File: config.mk
export PLATFORM = sky130hd
export DESIGN_NAME = encoder_volume_ctrl
export DESIGN_NICKNAME = d
export VERILOG_FILES = /design/src/rtl/encoder_ctrl_pkg.sv /design/src/rtl/encoder_volume_ctrl_detent_accel.sv /design/src/rtl/encoder_volume_ctrl.sv
export SDC_FILE = /design/constraint.sdc
export NUM_CORES = 1
export LEC_CHECK = 0
export CAP_MARGIN = 20
export CORE_MARGIN = 2
export CORE_UTILIZATION = 55
export DETAILED_ROUTE_END_ITERATION = 10
export GPL_TIMING_DRIVEN = 0
export PLACE_DENSITY_LB_ADDON = 0.25
export RECOVER_POWER = 50
export SLEW_MARGIN = 20
export SYNTH_ARGS = -nofsm -noshare
export SYNTH_HDL_FRONTEND = slang
export SYNTH_SLANG_ARGS = --single-unit
File: constraint.sdc
create_clock -name clk -period 2.7 [get_ports clk]
set_input_delay 0.54 -clock clk [delete_from_list [all_inputs] [get_ports clk]]
set_output_delay 0.54 -clock clk [all_outputs]
set_load 0.03 [all_outputs]
File: src/rtl/encoder_ctrl_pkg.sv
// Shared types and constants for the rotary-encoder volume control slice.
package encoder_ctrl_pkg;

  typedef enum logic {
    UPD_IDLE    = 1'b0,
    UPD_PENDING = 1'b1
  } upd_state_t;

  localparam logic DIR_CW  = 1'b1;
  localparam logic DIR_CCW = 1'b0;

endpackage

File: src/rtl/encoder_volume_ctrl_detent_accel.sv
// Detent acceleration detector: window counter since last click plus last direction.
// Only instantiated when ENC_ACCEL_EN is defined.
module detent_accel
  import encoder_ctrl_pkg::*;
#(
  parameter int ACCEL_WINDOW = 2000000
) (
  input  logic clk,
  input  logic reset,
  input  logic click,
  input  logic clockwise,
  output logic fast
);

  localparam int CNT_W = $clog2(ACCEL_WINDOW + 1);
  localparam logic [CNT_W-1:0] WIN = CNT_W'(ACCEL_WINDOW);

  logic [CNT_W-1:0] cnt;
  logic             last_dir;

  // Counter saturates at the window so an idle encoder never looks "fast".
  always_ff @(posedge clk) begin
    if (reset) begin
      cnt      <= '0;
      last_dir <= DIR_CW;
    end else if (click) begin
      cnt      <= '0;
      last_dir <= clockwise;
    end else if (cnt < WIN) begin
      cnt <= cnt + 1'b1;
    end
  end

  assign fast = (cnt < WIN) && (clockwise == last_dir);

endmodule

File: src/rtl/encoder_volume_ctrl.sv
// Bounded control value + mute flag driven by encoder detents, published over valid/ready.
// Optional detent acceleration is enabled by defining ENC_ACCEL_EN.
module encoder_volume_ctrl
  import encoder_ctrl_pkg::*;
#(
  parameter int VALUE_W      = 8,
  parameter int VALUE_MAX    = 255,
  parameter int VALUE_INIT   = 128,
  parameter int STEP         = 1,
  parameter int ACCEL_STEP   = 4,
  parameter int ACCEL_WINDOW = 2000000
) (
  input  logic               clk,
  input  logic               reset,
  input  logic               click,
  input  logic               clockwise,
  input  logic               enc_sw_value,
  output logic [VALUE_W-1:0] upd_value,
  output logic               upd_mute,
  output logic               upd_valid,
  input  logic               upd_ready,
  output upd_state_t         dbg_state
);

  // Handshake: a transfer happens on any cycle with upd_valid && upd_ready.
  // upd_valid stays high until accepted; value/mute coalesce to the latest state.

  localparam int XW = VALUE_W + 1;
  localparam logic [XW-1:0]      MAX_X  = XW'(VALUE_MAX);
  localparam logic [VALUE_W-1:0] MAX_V  = VALUE_W'(VALUE_MAX);
  localparam logic [VALUE_W-1:0] INIT_V = VALUE_W'(VALUE_INIT);

  upd_state_t         state, state_nxt;
  logic               init_pending;
  logic               sw_dly;
  logic               fast;
  logic [XW-1:0]      step_x, sum_x, diff_x;
  logic [VALUE_W-1:0] value_nxt;
  logic               mute_nxt;
  logic               sw_rise;
  logic               change;

`ifdef ENC_ACCEL_EN
  detent_accel #(
    .ACCEL_WINDOW(ACCEL_WINDOW)
  ) u_detent_accel (
    .clk      (clk),
    .reset    (reset),
    .click    (click),
    .clockwise(clockwise),
    .fast     (fast)
  );
`else
  // Window has no meaning without acceleration; this term is constant 0.
  assign fast = (ACCEL_WINDOW < 0);
`endif

  always_comb begin
    step_x    = fast ? XW'(ACCEL_STEP) : XW'(STEP);
    sum_x     = {1'b0, upd_value} + step_x;
    diff_x    = {1'b0, upd_value} - step_x;
    value_nxt = upd_value;
    if (click) begin
      if (clockwise == DIR_CW)
        value_nxt = (sum_x > MAX_X) ? MAX_V : sum_x[VALUE_W-1:0];
      else
        value_nxt = diff_x[VALUE_W] ? '0 : diff_x[VALUE_W-1:0];
    end
    sw_rise  = enc_sw_value & ~sw_dly;
    mute_nxt = upd_mute ^ sw_rise;
    // A detent pinned at a limit leaves the value alone and is not an event.
    change   = init_pending | sw_rise | (value_nxt != upd_value);
  end

  always_comb begin
    state_nxt = state;
    upd_valid = 1'b0;
    case (state)
      UPD_IDLE: begin
        if (change) state_nxt = UPD_PENDING;
      end
      UPD_PENDING: begin
        upd_valid = 1'b1;
        if (upd_ready && !change) state_nxt = UPD_IDLE;
      end
      default: state_nxt = UPD_IDLE;
    endcase
  end

  always_ff @(posedge clk) begin
    if (reset) begin
      upd_value    <= INIT_V;
      upd_mute     <= 1'b0;
      sw_dly       <= 1'b0;
      init_pending <= 1'b1;
      state        <= UPD_IDLE;
    end else begin
      upd_value    <= value_nxt;
      upd_mute     <= mute_nxt;
      sw_dly       <= enc_sw_value;
      init_pending <= 1'b0;
      state        <= state_nxt;
    end
  end

  assign dbg_state = state;

endmodule

==> parameters.txt <==
Parameter                              Value

Global routing
  GRT Overall Usage ... 0.259
  Overflow after GRT ... 0
  Via count of the first global-routing pass ... 907
  Global-route wire length before repair ... 3.98 mm
  Maximum number of pins on one net before global-route repair ... 11
  Antenna violations before repair ... 0

Synth
  Register bit total from synthesis ... 12
  Post-synthesis instance total ... 132
  Count of yosys warnings during synthesis ... 0
  Post-Synthesis Net Count ... 140
  Combined area of all synthesized cells ... 952 µm²
  Sequential share of the synthesized area ... 0.252
  Average cell area after synthesis ... 7.21 µm²
  Async set or reset register ratio after synthesis ... 0
  Number of synthesized flops with an enable pin ... 0
  Top_reg_cell synth ... dfxtp_1
  Unique cell type count in the Yosys netlist ... 40

Setup path
  Start-to-end type of the worst setup path ... flip-flop to primary output
  Largest delay contributor family on the critical path ... buffers and inverters
  Worst endpoint required time ... 2160 ps
  Crit-path cells ... clkdlybuf4s50_1
  Endpoint type of the worst setup path ... primary output
  Total buffers and inverters traversed by the critical path ... 1
  Nature of the critical path startpoint ... flip-flop
  Largest fanout on the critical path ... 10
  Data arrival time of the critical path ... 1550 ps
  Max incr delay on CP ... 740 ps
  Cell type of the slowest stage on the worst timing path ... clkdlybuf4s50_1

Power and ir drop
  Total power draw ... 560 µW
  Power density over the cells ... 483 nW/µm²
  Peak ir drop on the vdd network ... 0.297 mV
  Leak pwr ... 0.445 nW

Timing
  Tcrit/Tclk final ... 0.774
  Smallest setup slack after layout ... 611 ps
  Minimum period implied by the final worst setup slack ... 2090 ps
  Final count of pins violating max slew ... 0
  Unrepaired setup endpoints after global routing ... no
  Max-slew headroom at the worst pin ... 0.684
  Post-route setup TNS ... 0 ps
  Worst Tran Pin Value ... 469 ps
  Clock Skew ... 12.3 ps
  Max Fclk ... 479 MHz
  Setup-failing EPs final ... 0
  Post-route worst hold slack ... 532 ps
  Count of final hold-check violations ... 0

Die
  I/O pins ... 17
  Number of rows created at floorplan ... 15
  DIE HEIGHT ... 45.6 µm
  Standard cell core area ... 1670 µm²
  Effective utilization at floorplan ... 0.570
  Die extent in x ... 45.6 µm
  Area of the die ... 2080 µm²

Clocking
  TritonCTS sink count ... 12
  Hold buffer count at CTS ... 0
  Root Buffer Master ... clkbuf_4
  CTS buffer count ... 3
  Level count of the clock H-tree ... 1
  TritonCTS clock tree ... built
  Post-CTS Setup Bufs ... 0
  Clock latency of the later-clocked register in the worst-skew pair ... 280 ps
  Clock edge transition at the registers on the reported setup and hold paths ... 70 ps
  Resized cells post-CTS ... 0
  Clock Path Buffers ... 2

Place
  Gpl congestion ... 0.988
  Half-perimeter wire length after detailed placement ... 1.78 mm
  Number of port buffers ... 15
  Worst setup slack after placement ... 674 ps

Layout
  Growth of design area from synthesis to finish ... 21.8%
  Fraction of final layout cells sized beyond drive strength 1 ... 0.113
  Leading cell types in the layout, fill and taps excluded ... o21ai_0 (14), dfxtp_1 (12), nand3_1 (11)
  Fillers ... 153
  Antenna fix cells ... 0
  Most common library cell in the layout ignoring fill and taps ... o21ai_0
  Number of nets in the layout ... 160

Drt
  Drt wl/cell ... 14.6 µm
  Total length of routed wires ... 2.45 mm
  Post-route ant nets ... 0
  Post-route DRC violation count ... 0
  Via count ... 1099
  Number of detailed-routing iterations run before antenna repair ... 4
  Mean number of vias per cell ... 6.54
  Iteration-0 DRC Markers ... 82

Hold path
  Class of the most critical hold timing path ... flip-flop to flip-flop

Status
  Status ... finished clean

Run
  Max Cap Violations ... 0
[worst paths after layout]
check	cells after the start	endpoint	slack, ps	startpoint
hold / removal	2	upd_mute	530	upd_mute
setup reg to reg	6	dbg_state	620	upd_value[0]
hold reg to reg	2	upd_mute	530	upd_mute
setup / recovery	1	upd_value[0]	610	upd_value[0]
[Yosys cell counts (3+ instances only)]
| library cell | number | area [µm²] |
|---|---|---|
| nor3_1 | 5 | 25.0 |
| nand2_1 | 7 | 26.3 |
| nor2_1 | 10 | 37.5 |
| nor2b_1 | 4 | 25.0 |
| inv_1 | 7 | 26.3 |
| nand3_1 | 11 | 55.1 |
| buf_4 | 3 | 22.5 |
| nand4_1 | 4 | 25.0 |
| a311oi_1 | 3 | 26.3 |
| buf_2 | 3 | 15.0 |
| a21oi_1 | 9 | 45.0 |
| o211ai_1 | 3 | 22.5 |
| o21ai_0 | 14 | 70.1 |
| clkbuf_1 | 5 | 18.8 |
| dfxtp_1 | 12 | 240 |
[state kept, by name, indices dropped and copies added, names as in the netlist]
| name | flops |
|---|---|
| upd_value | 8 |
| dbg_state | 1 |
| init_pending | 1 |
| sw_dly | 1 |
| upd_mute | 1 |
[final cells by class]
cell class | instances | area [µm²] | share of cell area
buffer | 12 | 61.3 | 0.0529
sequential | 12 | 240 | 0.207
clock buffer | 4 | 36.3 | 0.0313
timing repair buffer | 15 | 150 | 0.129
multi-input combinational | 101 | 624 | 0.538
inverter | 7 | 26.3 | 0.0227
tap | 17 | 21.3 | 0.0183
[layer usage]
metal / wire [µm] / vias to the layer above / GRT usage
met5: 0 / - / 0
li1: - / 525 / -
met3: 176 / 6 / 0.0238
met1: 1040 / 516 / 0.340
met2: 1200 / 52 / 0.437
met4: 31 / 0 / 0.0941
[logic make-up after synthesis]
| family | count (synthesis) | synth area share |
|---|---|---|
| AOI/OAI and AO/OA | 43 | 0.286 |
| xor gates and xnor gates | 3 | 0.0276 |
| adders and majority gates | 2 | 0.0263 |
| buffers and inverters | 19 | 0.0920 |
| DFF | 12 | 0.252 |
| muxes | 1 | 0.0118 |
| and+or+nand+nor | 52 | 0.304 |
[metrics by stage]
stage               utilization  std cells  instance area, µm²
floorplan                     -        132                 952
global placement          0.673        164                1120
detailed placement        0.673        164                1120
CTS                       0.694        168                1160
global route              0.694        168                1160
finish                    0.694        168                1160
[report_power, final]
group	total, mW	switching, mW	internal (mW)
clock	0.148	0.0658	0.0821
sequential	0.207	0.0166	0.191
combinational	0.205	0.120	0.0852
(Power assumes the default switching activity.)
